===== src/rtl/montar_pin_var.sv =====
// Variable-length PIN assembler: collects keypad digits (backspace, clear, send) and publishes the PIN.
// Optional inactivity timeout is built only when PIN_TIMEOUT_EN is defined.
module montar_pin_var #(
   parameter int MAX_DIGITS     = 6,
   parameter int MIN_DIGITS     = 4,
   parameter int TIMEOUT_CYCLES = 50_000_000
) (
   input  logic                              clk,
   input  logic                              rst,
   input  logic                              key_valid,
   input  logic [3:0]                        key_code,
   output logic [4*MAX_DIGITS-1:0]           pin_digits,
   output logic [$clog2(MAX_DIGITS+1)-1:0]   pin_len,
   output logic                              pin_status,
   output logic                              pin_valid,
   output logic                              pin_err,
   output logic [$clog2(MAX_DIGITS+1)-1:0]   entry_count,
   output logic                              timeout
);

   localparam int DW = 4 * MAX_DIGITS;
   localparam int CW = $clog2(MAX_DIGITS + 1);
   localparam logic [CW-1:0] MAX_M1_C = CW'(MAX_DIGITS - 1);
   localparam logic [CW-1:0] MIN_C    = CW'(MIN_DIGITS);
   localparam logic [CW-1:0] ONE_C    = CW'(1);
   localparam logic [CW-1:0] ZERO_C   = CW'(0);
   localparam logic [DW-1:0] ALL_F_C  = {DW{1'b1}};

   typedef enum logic [1:0] {
      S_IDLE  = 2'd0,
      S_ENTRY = 2'd1,
      S_FULL  = 2'd2
   } state_t;

   state_t          state_q, state_d;
   logic            key_d1_q;
   logic            ev_q;
   logic [3:0]      code_q;
   logic [DW-1:0]   buf_q, buf_d;
   logic [CW-1:0]   cnt_q, cnt_d;
   logic [DW-1:0]   pin_digits_q, pin_digits_d;
   logic [CW-1:0]   pin_len_q, pin_len_d;
   logic            pin_status_q, pin_status_d;
   logic            pin_valid_q, pin_valid_d;
   logic            pin_err_q, pin_err_d;
   logic            timeout_q, timeout_d;

   logic            is_digit_s, is_bksp_s, is_clr_s, is_send_s, key_ev_s, expire_s;

   // The press edge is registered together with its code; decoding acts on the following edge.
   assign is_digit_s = ev_q & (code_q <= 4'd9);
   assign is_bksp_s  = ev_q & (code_q == 4'hB);
   assign is_clr_s   = ev_q & (code_q == 4'hC);
   assign is_send_s  = ev_q & (code_q == 4'hE);
   assign key_ev_s   = is_digit_s | is_bksp_s | is_clr_s | is_send_s;

`ifdef PIN_TIMEOUT_EN
   localparam int TW = $clog2(TIMEOUT_CYCLES + 1);
   localparam logic [TW-1:0] TLAST_C = TW'(TIMEOUT_CYCLES - 1);
   localparam logic [TW-1:0] TZERO_C = TW'(0);
   localparam logic [TW-1:0] TONE_C  = TW'(1);

   logic [TW-1:0] tmr_q, tmr_d;

   // A real key event at expiry takes precedence and restarts the count.
   assign expire_s = (state_q != S_IDLE) && (tmr_q == TLAST_C) && !key_ev_s;

   // Inactivity counter next value
   always_comb begin
      tmr_d = tmr_q;
      if (key_ev_s || (state_q == S_IDLE) || expire_s) begin
         tmr_d = TZERO_C;
      end else begin
         tmr_d = tmr_q + TONE_C;
      end
   end

   // Inactivity counter register
   always_ff @(posedge clk) begin
      if (!rst) begin
         tmr_q <= TZERO_C;
      end else begin
         tmr_q <= tmr_d;
      end
   end
`else
   logic unused_tmo_s;
   assign unused_tmo_s = (TIMEOUT_CYCLES == 32'sd0);
   assign expire_s     = 1'b0;
`endif

   // State and datapath registers
   always_ff @(posedge clk) begin
      if (!rst) begin
         state_q      <= S_IDLE;
         key_d1_q     <= 1'b0;
         ev_q         <= 1'b0;
         code_q       <= 4'h0;
         buf_q        <= ALL_F_C;
         cnt_q        <= ZERO_C;
         pin_digits_q <= ALL_F_C;
         pin_len_q    <= ZERO_C;
         pin_status_q <= 1'b0;
         pin_valid_q  <= 1'b0;
         pin_err_q    <= 1'b0;
         timeout_q    <= 1'b0;
      end else begin
         state_q      <= state_d;
         key_d1_q     <= key_valid;
         ev_q         <= key_valid & ~key_d1_q;
         code_q       <= key_code;
         buf_q        <= buf_d;
         cnt_q        <= cnt_d;
         pin_digits_q <= pin_digits_d;
         pin_len_q    <= pin_len_d;
         pin_status_q <= pin_status_d;
         pin_valid_q  <= pin_valid_d;
         pin_err_q    <= pin_err_d;
         timeout_q    <= timeout_d;
      end
   end

   // Next-state logic
   always_comb begin
      state_d = state_q;
      if (is_digit_s) begin
         if (state_q != S_FULL) begin
            state_d = (cnt_q == MAX_M1_C) ? S_FULL : S_ENTRY;
         end else begin
            state_d = S_FULL;
         end
      end else if (is_bksp_s) begin
         case (state_q)
            S_FULL:  state_d = S_ENTRY;
            S_ENTRY: state_d = (cnt_q == ONE_C) ? S_IDLE : S_ENTRY;
            default: state_d = state_q;
         endcase
      end else if (is_clr_s || is_send_s || expire_s) begin
         state_d = S_IDLE;
      end else begin
         state_d = state_q;
      end
   end

   // Buffer and output next values
   always_comb begin
      buf_d        = buf_q;
      cnt_d        = cnt_q;
      pin_digits_d = pin_digits_q;
      pin_len_d    = pin_len_q;
      pin_status_d = pin_status_q;
      pin_valid_d  = 1'b0;
      pin_err_d    = 1'b0;
      timeout_d    = 1'b0;
      if (is_digit_s) begin
         pin_status_d = 1'b0;
         pin_digits_d = ALL_F_C;
         if (state_q != S_FULL) begin
            buf_d = {buf_q[DW-5:0], code_q};
            cnt_d = cnt_q + ONE_C;
         end else begin
            pin_err_d = 1'b1;
         end
      end else if (is_bksp_s) begin
         if (state_q != S_IDLE) begin
            buf_d = {4'hF, buf_q[DW-1:4]};
            cnt_d = cnt_q - ONE_C;
         end else begin
            buf_d = buf_q;
         end
      end else if (is_clr_s) begin
         buf_d        = ALL_F_C;
         cnt_d        = ZERO_C;
         pin_status_d = 1'b0;
         pin_digits_d = ALL_F_C;
      end else if (is_send_s) begin
         buf_d = ALL_F_C;
         cnt_d = ZERO_C;
         if (cnt_q >= MIN_C) begin
            pin_digits_d = buf_q;
            pin_len_d    = cnt_q;
            pin_status_d = 1'b1;
            pin_valid_d  = 1'b1;
         end else begin
            pin_err_d    = 1'b1;
            pin_status_d = 1'b0;
            pin_digits_d = ALL_F_C;
         end
      end else if (expire_s) begin
         buf_d     = ALL_F_C;
         cnt_d     = ZERO_C;
         timeout_d = 1'b1;
      end else begin
         timeout_d = 1'b0;
      end
   end

   assign pin_digits  = pin_digits_q;
   assign pin_len     = pin_len_q;
   assign pin_status  = pin_status_q;
   assign pin_valid   = pin_valid_q;
   assign pin_err     = pin_err_q;
   assign entry_count = cnt_q;
   assign timeout     = timeout_q;

endmodule


===== config.mk =====
export PLATFORM = sky130hd
export DESIGN_NAME = montar_pin_var
export DESIGN_NICKNAME = d
export VERILOG_FILES = /design/src/rtl/montar_pin_var.sv
export SDC_FILE = /design/constraint.sdc
export NUM_CORES = 1
export LEC_CHECK = 0
export ABC_CLOCK_PERIOD_IN_PS = 2400
export CORE_MARGIN = 5
export CORE_UTILIZATION = 55
export CTS_BUF_LIST = sky130_fd_sc_hd__clkbuf_8
export CTS_CLUSTER_DIAMETER = 30
export DETAILED_ROUTE_END_ITERATION = 12
export GPL_TIMING_DRIVEN = 0
export PLACE_DENSITY = 0.8
export SYNTH_ARGS = -nofsm -noshare
export SYNTH_HDL_FRONTEND = slang
export SYNTH_SLANG_ARGS = --single-unit

===== constraint.sdc =====
create_clock -name clk -period 2.4 [get_ports clk]
set_clock_uncertainty 0.2 [all_clocks]
set_input_delay 0.72 -clock clk [delete_from_list [all_inputs] [get_ports clk]]
set_output_delay 0.72 -clock clk [all_outputs]
set_load 0.005 [all_outputs]

* Yosys cells after proc, flatten, opt, wreduce, memory -nomap -nowiden *
Cells that the tools add are included.

operators by class
  $add $sub $neg = 2
  multiply operators = 0
  divide/modulo/power cells = 0
  $lt $le $gt $ge = 2
  equal/unequal tests = 11
  shift-type cells = 0
  muxes and demuxes = 31
  bitwise logic cells = 11
  reduce and logical (&&, ||, !) cells = 11

operators by type and width
  kind                                              number
  two-way mux 24 bit                                9
  two-way mux 3 bit                                 6
  == test 4 bit, second input constant              3
  two-way mux 1 bit                                 10
  two-way mux 2 bit                                 5
  inverter 1 bit                                    6
  bitwise AND 1 bit                                 5
  AND reduction 5 bit                               1
  OR reduction 5 bit                                1
  <= comparator 4 bit, second input constant        1
  != test 4 x 2 -> 1 bit, second input constant     1
  case mux 2 bit (2 select lines)                   1
  AND reduction 2 bit                               2
  nonzero test 2 bit                                2
  nonzero test 4 bit                                1
  adder 3 x 1 -> 3 bit, second input constant       1
  == test 3 x 1 -> 1 bit, second input constant     1
  == test 3 bit, second input constant              1
  >= comparator 3 bit, second input constant        1
  != test 3 x 2 -> 1 bit, second input constant     1
  AND reduction 3 bit                               1
  nonzero test 3 bit                                1
  subtractor 3 x 1 -> 3 bit, second input constant  1
  == test 2 x 1 -> 1 bit, second input constant     1
  5 further kinds                                   5

word-level totals
  flip-flop bits (word level) = 65
  bits in latches = 0
  bits in writable memories = 0
  memory bits (read-only) = 0
  input bits = 7
  output and inout port bits = 34
  logic and storage cells = 79
  memories kept = 0

* Logic depth before layout (Yosys ltp) *
Gate-level depths: netlist (run 1).

  depth after elaboration = 6
  mapped depth = 7

* Worst setup path before layout (run 1) *
OpenSTA, ideal clock, no wires.

  path type = register -> register
  from = register code_q[2]
  to = register cnt_q[0], in the netlist entry_count[0]
  data arrival time = 1382 ps
  slack = 700 ps
  stages on the path, launching flop included = 8
  cell sequence = dfxtp_1 buf_6 and4b_4 and3_4 buf_8 buf_12 nor2_2 a32o_1

on the way
  cells in the longest elaborated chain, start to end = 5

ends and longest elaborated chain
  item                                                         RTL line  RTL
  from (decl)                                                  38        logic [3:0] code_q;
  from (signal assigned)                                       111       code_q <= key_code;
  branches (longest 5 deep; another with <= comparator 4 bit)  --
  to (signal assigned)                                         113       cnt_q <= cnt_d;
  to (decl)                                                    40        logic [CW-1:0] cnt_q, cnt_d;

Several ways; the timed one is not identified.
A chain may end at the register's enable or synchronous reset.

* Final worst setup path (run 1) *
  from = register cnt_q[2], in the netlist entry_count[2]
  to = output entry_count[2]

RTL lines
  item       RTL line  RTL
  to (decl)  17        output logic [$clog2(MAX_DIGITS+1)-1:0] entry_count,

No word-level cell between the ends.

==> flow_metrics.py, run 1 <==
metrics = {
    "outcome": {
        "status": "finished clean",
    },
    "power_and_ir_drop": {
        "power_frac_comb_pct": 7.4,
        "power.clock.fraction_pct": 43.3,
        "switchingPower_w": 0.000531,
        "power.share.sequential_pct": 49.3,
        "vdd_drop_max_v": 0.000507,
        "p_sw_share_pct": 22.9,
        "cellPowerDensity_nw_per_um2": 640,
        "power.internal_w": 0.00178,
        "leakagePower_nw": 1.32,
    },
    "timing": {
        "rsz0062_at_grt": "false",
        "finalSetupTns_ns": 0,
        "fmax_mhz": 433,
        "period_minus_slack_ns": 2.31,
        "hold_violations": 0,
        "relSlewSlack_pct": 66.5,
        "holdWs_ns": 0.220,
        "setup_viol": 0,
        "finalMaxSlewViolations": 0,
        "fin_crit_sh_pct": 96.2,
        "worst_pin_slew_ns": 0.503,
    },
    "setup_path": {
        "arrival_ns": 1.39,
        "required_ns": 1.48,
        "critPathBufInv": 1,
        "critPathMaxFanout": 8,
        "path_delay_family": "buffers and inverters",
        "slowest_delay_ns": 0.57,
        "worst_setup_path_end_kind": "output pin",
        "startpoint_type": "flip-flop",
        "critPathKind": "reg2out",
        "critPathSlowestCell": "clkdlybuf4s50_1",
        "path_cells": "clkdlybuf4s50_1",
    },
    "global_route": {
        "antenna_found_initial": 0,
        "grt-ovfl-total": 0,
        "grt_pass1_wl_um": 12300,
        "grt_max_degree": 11,
        "grt_use_total_pct": 21.8,
        "grt_pass1_vias": 2527,
    },
    "yosys": {
        "ys.flop_type": "dfxtp_1",
        "synth.largest_area_cell": "dfxtp_1",
        "yosys_warnings": 0,
        "synth_edf_count": 0,
        "synth_seq_cells": 65,
        "ys_types": 50,
        "synth_area_sq_um": 2930,
        "synth_most_common_cell": "dfxtp_1",
        "ys_seq_area_share_pct": 44.4,
        "synth_common_cells": "dfxtp_1 (65), nor2_1 (31), o21ai_0 (31), nor3_1 (24), o211ai_1 (20)",
        "synth_cells": 325,
        "synth.avg_cell_area_sq_um": 9.01,
        "syn-num-nets": 339,
        "synth_top_cell_area_share_pct": 44.4,
        "synth_area_leaders": "dfxtp_1 (44%), o21ai_0 (5.3%), o211ai_1 (5.1%)",
        "synthArstFlopShare_pct": 0,
    },
    "placed_design": {
        "dpl.hpwl_um": 5160,
        "gp_congestion": 0.870,
        "place.port_buffers": 39,
    },
    "finish": {
        "diodes": 0,
        "fillCellCount": 434,
        "multi_input_area_sq_um": 1380,
        "utilization_pct": 70.4,
        "seqCellArea_sq_um": 1300,
        "final_layout_size_suffix_gt1_share_pct": 11.6,
        "final_nets": 389,
        "area_delta_synth_final_pct": 23.6,
    },
    "clock_tree": {
        "cts-resized-gates": 0,
        "worstSkewPairLatency_ns": 0.34,
        "clk_pin_slew_worst_paths_ns": 0.07,
        "cts_tree": "yes",
        "clk_path_buf_depth": 2,
        "hold_buffers": 0,
        "htreeDepth": 3,
        "cts_root_buffer": "clkbuf_8",
        "clock_sinks": 65,
        "cts_setup_buffers": 0,
        "cts_buffers": 9,
    },
    "die": {
        "core_area_sq_um": 5140,
        "die_w_um": 83.0,
        "ios": 41,
        "dieHeight_um": 83.0,
        "die-area_sq_um": 6880,
        "rows": 26,
        "initial_core_util_pct": 57.0,
    },
    "detailed_routing": {
        "vias_per_cell": 6.00,
        "ant_nets": 0,
        "drc": 0,
        "drt_first_iter_violations": 340,
        "wl_um": 7410,
        "vias": 2692,
        "drt-pass1-iter-count": 4,
        "routedWlPerCell_um": 16.5,
    },
    "flow_run": {
        "maxCapViolCount": 0,
    },
    "min_path": {
        "hold_path.class": "reg2reg",
    },
}
power groups by stage:
stage               clock, W  sequential (W)  combinational, W
detailed placement         0         0.00116          0.000167
finish               0.00100         0.00114          0.000171
global route         0.00106         0.00114          0.000187
global placement           0         0.00116          0.000161
floorplan                  0         0.00115          0.000122
CTS                  0.00100         0.00114          0.000168
cells in the final DEF, fill, tap and decap left out, types with 2 or more instances in the layout:
cell	netlist	final
a311oi_1	2	2
buf_4	6	6
ha_1	7	7
nand2_1	6	6
clkbuf_1	12	12
and3_1	2	2
clkdlybuf4s50_1	0	39
nor2_1	31	31
nand2b_1	2	2
inv_1	7	9
and2_1	5	5
nand3_2	2	2
o21ai_0	31	31
nor3_1	24	24
nand3_1	6	6
buf_2	10	10
bufinv_16	0	2
buf_6	4	4
o31ai_2	2	2
a21oi_1	5	4
clkbuf_8	0	10
o211ai_1	20	20
dfxtp_1	65	65
nor4_1	5	5
o31ai_1	18	18
o22ai_1	18	18
mux2i_1	2	2
nand3b_1	5	5
a31oi_1	4	4
worst paths after layout:
| kind | from | endpoint | slack (ns) | cells past startpoint |
|---|---|---|---|---|
| max | entry_count[2] | entry_count[2] | 0.09 | 1 |
| min | key_d1_q | ev_q | 0.22 | 1 |
| min reg2reg | key_d1_q | ev_q | 0.22 | 1 |
| max reg2reg | ev_q | buf_q[3] | 0.34 | 6 |
stage by stage:
stage / setup slack [ns] / cells / power, W / area, sq um
finish: 0.0913 / 449 / 0.00232 / 3620
global route: 0.0307 / 449 / 0.00239 / 3620
CTS: 0.0338 / 449 / 0.00231 / 3620
detailed placement: -0.330 / 434 / 0.00133 / 3410
global placement: -0.243 / 434 / 0.00133 / 3410
floorplan: 0.700 / 325 / 0.00127 / 2930
flip-flops by register name, summed over array words and instances, names as in the netlist:
signal       flops
buf_q           24
code_q           4
entry_count      3
ev_q             1
key_d1_q         1
pin_digits      24
pin_err          1
pin_len          3
pin_status       1
pin_valid        1
state_q          2
cell type report:
cell class / count / area share [%]
Multi-Input combinational cell: 218 / 38.1
Sequential cell: 65 / 35.9
Timing Repair Buffer: 39 / 10.8
Buffer: 35 / 6.19
Clock buffer: 10 / 3.80
Tap cell: 70 / 2.42
Clock inverter: 5 / 2.00
Inverter: 7 / 0.726
worst register-to-register path, cell delays in order (launching register included):
cell,delay [ns]
dfxtp_1,0.30
buf_2,0.18
buf_4,0.21
nand3_2,0.22
buf_1,0.33
o31ai_1,0.35
o211ai_1,0.13
metal layers:
layer	GRT usage, %	share of wire [%]
met5	0	0
met3	5.15	7.4
met4	11.1	3.0
met2	35.3	47
met1	26.7	42
kinds of logic after synthesis:
kind of cell	synth area share, %
AOI/OAI and AO/OA	25.3
adders and majority gates	2.99
buffers and inverters	8.55
DFF	44.4
muxes	0.684
other	0.128
and+or+nand+nor	17.9
Note: power is estimated with default switching activity, not from simulation.
==> run 2, diff against run 1 <==
--- a/config.mk
+++ b/config.mk
@@ -12,7 +12,7 @@
 export CTS_CLUSTER_DIAMETER = 30
 export DETAILED_ROUTE_END_ITERATION = 12
 export GPL_TIMING_DRIVEN = 0
-export PLACE_DENSITY = 0.8
+export PLACE_DENSITY = 0.82
 export SYNTH_ARGS = -nofsm -noshare
 export SYNTH_HDL_FRONTEND = slang
 export SYNTH_SLANG_ARGS = --single-unit
==> flow_metrics.py, run 2 (synthesis results as in run 1) <==
metrics = {
    "die": {
        "dieHeight_um": 83.0,
        "rows": 26,
        "core_area_sq_um": 5140,
        "die_w_um": 83.0,
        "ios": 41,
        "die-area_sq_um": 6880,
        "initial_core_util_pct": 57.0,
    },
    "timing": {
        "fmax_mhz": 436,
        "holdWs_ns": 0.207,
        "setup_viol": 0,
        "hold_violations": 0,
        "finalSetupTns_ns": 0,
        "period_minus_slack_ns": 2.30,
        "rsz0062_at_grt": "false",
        "finalMaxSlewViolations": 0,
        "fin_crit_sh_pct": 95.6,
    },
    "placed_design": {
        "placed_cells": 434,
        "dpl.hpwl_um": 5150,
        "gp_congestion": 0.902,
        "place_area_sq_um": 3410,
        "place.port_buffers": 39,
    },
    "setup_path": {
        "slowest_delay_ns": 0.56,
        "path_cells": "clkdlybuf4s50_1",
        "arrival_ns": 1.38,
        "critPathCapture": "entry_count[2]",
        "reg2regPathDepth": 6,
        "worst-path-stages": 1,
        "worst_setup_path_end_kind": "output pin",
        "r2r_setup_slack_ns": 0.36,
        "path_delay_family": "buffers and inverters",
        "critPathBufInv": 1,
        "critPathKind": "reg2out",
        "critPathMaxFanout": 8,
        "startpoint_type": "flip-flop",
        "critPathSlowestCell": "clkdlybuf4s50_1",
        "r2r-start": "code_q[1]",
        "rr_endpoint": "buf_q[15]",
        "required_ns": 1.48,
        "startpoint": "entry_count[2]",
    },
    "finish": {
        "utilization_pct": 70.3,
        "area_delta_synth_final_pct": 23.4,
        "instances_no_fill": 450,
        "final_area_sq_um": 3610,
        "final_cell_mix": "dfxtp_1 (65), clkdlybuf4s50_1 (39), nor2_1 (31), o21ai_0 (31), nor3_1 (24)",
        "diodes": 0,
        "final_common_cell": "dfxtp_1",
        "final_layout_size_suffix_gt1_share_pct": 12.4,
        "final_nets": 389,
    },
    "clock_tree": {
        "cts_buffers": 9,
        "clk_path_buf_depth": 2,
        "htreeDepth": 3,
        "worstSkewPairLatency_ns": 0.35,
        "clk_pin_slew_worst_paths_ns": 0.08,
        "cts_root_buffer": "clkbuf_8",
        "clock_sinks": 65,
        "cts_tree": "yes",
    },
    "power_and_ir_drop": {
        "leakagePower_nw": 1.30,
        "power_frac_comb_pct": 7.5,
        "power.internal_w": 0.00169,
        "power.share.sequential_pct": 50.4,
        "switchingPower_w": 0.000569,
        "power.clock.fraction_pct": 42.1,
        "p_sw_share_pct": 25.1,
        "cellPowerDensity_nw_per_um2": 626,
        "vdd_drop_max_v": 0.000463,
    },
    "detailed_routing": {
        "ant_nets": 0,
        "drt-pass1-iter-count": 4,
        "wl_um": 7220,
        "vias": 2659,
        "routedWlPerCell_um": 16.0,
        "drc": 0,
        "drt_first_iter_violations": 171,
        "vias_per_cell": 5.91,
    },
    "global_route": {
        "grt_pass1_wl_um": 12300,
        "grt_pass1_vias": 2561,
        "grt_use_total_pct": 21.8,
        "grt-ovfl-total": 0,
        "antenna_found_initial": 0,
        "grt_max_degree": 13,
    },
    "min_path": {
        "hold_path.class": "reg2reg",
    },
    "flow_run": {
        "maxCapViolCount": 0,
    },
    "outcome": {
        "status": "finished clean",
    },
}
run 2: cell count changes in the layout (fill, tap and decap cells not counted):
| cell | change |
|---|---|
| inv_1 | -2 |
| bufinv_16 | -1 |
| clkinvlp_4 | +3 |
| inv_6 | +1 |
run 2: worst min-delay path by stage:
stage	depth (start not counted)	endpoint	slack [ns]	from
2_1_floorplan	1	ev_q	0.17	key_d1_q
6_report	1	ev_q	0.21	key_d1_q
5_1_grt	1	ev_q	0.23	key_d1_q
3_3_place_gp	1	ev_q	0.17	key_d1_q
3_5_place_dp	1	ev_q	0.19	key_d1_q
4_1_cts	1	ev_q	0.21	key_d1_q
run 2: cell type report:
type	instances	area, sq um
flip-flops and latches	65	1300
fillers	451	1530
multi-input cells	218	1380
well taps	70	87.6
clock inverters	6	66.3
plain buffers	35	224
repair buffers	39	390
clock buffers	10	138
inverters	7	26.3
run 2: through the flow:
stage	worst slack, ns	power, W
final	0.105	0.00226
after global routing	0.0495	0.00234
after CTS	0.0535	0.00226
after detailed placement	-0.301	0.00133
after global placement	-0.256	0.00132
after floorplan	0.700	0.00127
run 2: power groups by stage:
stage / combinational [W] / sequential, W / clock, W
after floorplan: 0.000122 / 0.00115 / 0
after global routing: 0.000187 / 0.00114 / 0.00101
after global placement: 0.000161 / 0.00116 / 0
final: 0.000169 / 0.00114 / 0.000953
after detailed placement: 0.000166 / 0.00116 / 0
after CTS: 0.000167 / 0.00114 / 0.000956
run 2: routing by layer:
metal  wire [um]  up-vias  GRT usage, %
met3         554       19          4.65
met5           0        -             0
li1            -     1300             -
met1        3110     1242          27.7
met4         194        0          11.7
met2        3360       98          34.5
run 2: worst register-to-register path: stages (launching register included):
cell	delay, ns
dfxtp_1	0.31
buf_4	0.16
o21ai_4	0.31
nand3_1	0.33
nand3_2	0.26
buf_4	0.21
o211ai_1	0.11
run 2: timing repair:
action | CTS | global route
gates resized for setup | 0 | 1
hold buffers | 0 | 0
setup endpoints to repair | 0 | 20
buffers inserted | 0 | 0
==> run 3, diff against run 2 <==
--- a/config.mk
+++ b/config.mk
@@ -12,7 +12,8 @@
 export CTS_CLUSTER_DIAMETER = 30
 export DETAILED_ROUTE_END_ITERATION = 12
 export GPL_TIMING_DRIVEN = 0
-export PLACE_DENSITY = 0.82
+export PLACE_DENSITY = 0.88
+export SKIP_CTS_REPAIR_TIMING = 1
 export SYNTH_ARGS = -nofsm -noshare
 export SYNTH_HDL_FRONTEND = slang
 export SYNTH_SLANG_ARGS = --single-unit
==> flow_metrics.py, run 3 (synthesis results as in run 1) <==
metrics = {
    "outcome": {
        "status": "finished clean",
    },
    "power_and_ir_drop": {
        "vdd_drop_max_v": 0.000406,
        "cellPowerDensity_nw_per_um2": 612,
        "leakagePower_nw": 1.30,
    },
    "die": {
        "die_w_um": 83.0,
        "initial_core_util_pct": 57.0,
        "rows": 26,
        "core_area_sq_um": 5140,
        "die-area_sq_um": 6880,
        "dieHeight_um": 83.0,
        "ios": 41,
    },
    "setup_path": {
        "reg2regPathDepth": 6,
        "required_ns": 1.48,
        "critPathMaxFanout": 8,
        "critPathBufInv": 1,
        "path_cells": "clkdlybuf4s50_1",
        "r2r-start": "code_q[1]",
        "critPathKind": "reg2out",
        "arrival_ns": 1.38,
        "critPathSlowestCell": "clkdlybuf4s50_1",
        "rr_endpoint": "buf_q[10]",
        "r2r_setup_slack_ns": 0.36,
        "slowest_delay_ns": 0.56,
        "startpoint_type": "flip-flop",
        "worst_setup_path_end_kind": "output pin",
        "path_delay_family": "buffers and inverters",
    },
    "timing": {
        "finalMaxSlewViolations": 0,
        "rsz0062_at_grt": "false",
        "fin_crit_sh_pct": 95.9,
        "finalSetupTns_ns": 0,
        "period_minus_slack_ns": 2.30,
        "fmax_mhz": 434,
        "hold_violations": 0,
        "holdWs_ns": 0.200,
        "setup_viol": 0,
    },
    "min_path": {
        "hold_path.class": "reg2reg",
        "whs_path_depth": 1,
        "holdPathEnd": "ev_q",
        "min-delay-start": "key_d1_q",
    },
    "clock_tree": {
        "worstSkewPairLatency_ns": 0.34,
        "cts_root_buffer": "clkbuf_8",
        "htreeDepth": 3,
        "cts_buffers": 9,
        "cts_tree": "yes",
        "clock_sinks": 65,
        "clk_pin_slew_worst_paths_ns": 0.07,
        "clk_path_buf_depth": 2,
    },
    "finish": {
        "final_area_sq_um": 3590,
        "fillCellCount": 460,
        "final_cell_mix": "dfxtp_1 (65), clkdlybuf4s50_1 (39), nor2_1 (31), o21ai_0 (31), nor3_1 (24)",
        "final_layout_size_suffix_gt1_share_pct": 11.6,
        "final_nets": 389,
        "area_delta_synth_final_pct": 22.7,
        "instances_no_fill": 448,
        "diodes": 0,
        "final_common_cell": "dfxtp_1",
    },
    "global_route": {
        "antenna_found_initial": 0,
        "grt-ovfl-total": 0,
        "grt_pass1_wl_um": 12000,
        "grt_use_total_pct": 21.2,
        "grt_max_degree": 11,
        "grt_pass1_vias": 2576,
    },
    "detailed_routing": {
        "wl_um": 7360,
        "routedWlPerCell_um": 16.4,
        "highest_layer": "met4",
        "drt_first_iter_violations": 332,
        "wl_met1_um": 3060,
        "ant_nets": 0,
        "wl_met2_um": 3420,
        "drt-pass1-iter-count": 5,
        "route.met3.wl_um": 666,
        "vias": 2741,
        "drc": 0,
        "vias_per_cell": 6.12,
    },
    "placed_design": {
        "placed_cells": 434,
        "dpl.hpwl_um": 5210,
        "place.port_buffers": 39,
        "gp_congestion": 0.910,
        "place_area_sq_um": 3410,
    },
    "flow_run": {
        "maxCapViolCount": 0,
    },
}
run 3: layer usage:
layer	vias up	GRT usage [%]
li1	1302	-
met1	1260	26.6
met2	159	34.0
met3	20	5.25
met4	0	10.4
met5	-	0
run 3: worst max-delay path by stage:
stage | startpoint | endpoint | slack (ns) | cells after the start
after floorplan | code_q[2] | entry_count[0] | 0.70 | 7
after global placement | rst | pin_digits[2] | -0.22 | 5
after detailed placement | rst | pin_digits[3] | -0.27 | 5
after CTS | rst | pin_digits[3] | 0.08 | 5
after global routing | entry_count[2] | entry_count[2] | 0.04 | 1
final | entry_count[2] | entry_count[2] | 0.1 | 1
run 3: layout make-up:
| type | count | area [sq um] | area share (%) |
|---|---|---|---|
| Sequential cell | 65 | 1300 | 36.2 |
| Multi-Input combinational cell | 218 | 1380 | 38.4 |
| Clock inverter | 4 | 46.3 | 1.29 |
| Tap cell | 70 | 87.6 | 2.44 |
| Buffer | 35 | 224 | 6.23 |
| Timing Repair Buffer | 39 | 390 | 10.9 |
| Inverter | 7 | 26.3 | 0.731 |
| Clock buffer | 10 | 138 | 3.83 |
run 3: where the power goes:
group	leakage, nW	internal, W	switching (W)
clock network	0.0954	0.000491	0.000395
registers	0.530	0.00111	0.0000335
logic	0.674	0.0000771	0.0000949
total	1.30	0.00168	0.000523
run 3: stage by stage:
step                      util, %  setup slack (ns)  power [W]
after floorplan                 -             0.700    0.00127
after global placement       66.3            -0.215    0.00132
after detailed placement     66.3            -0.273    0.00133
after CTS                    69.8            0.0788    0.00220
after global routing         69.9            0.0381    0.00226
final                        69.9            0.0983    0.00220
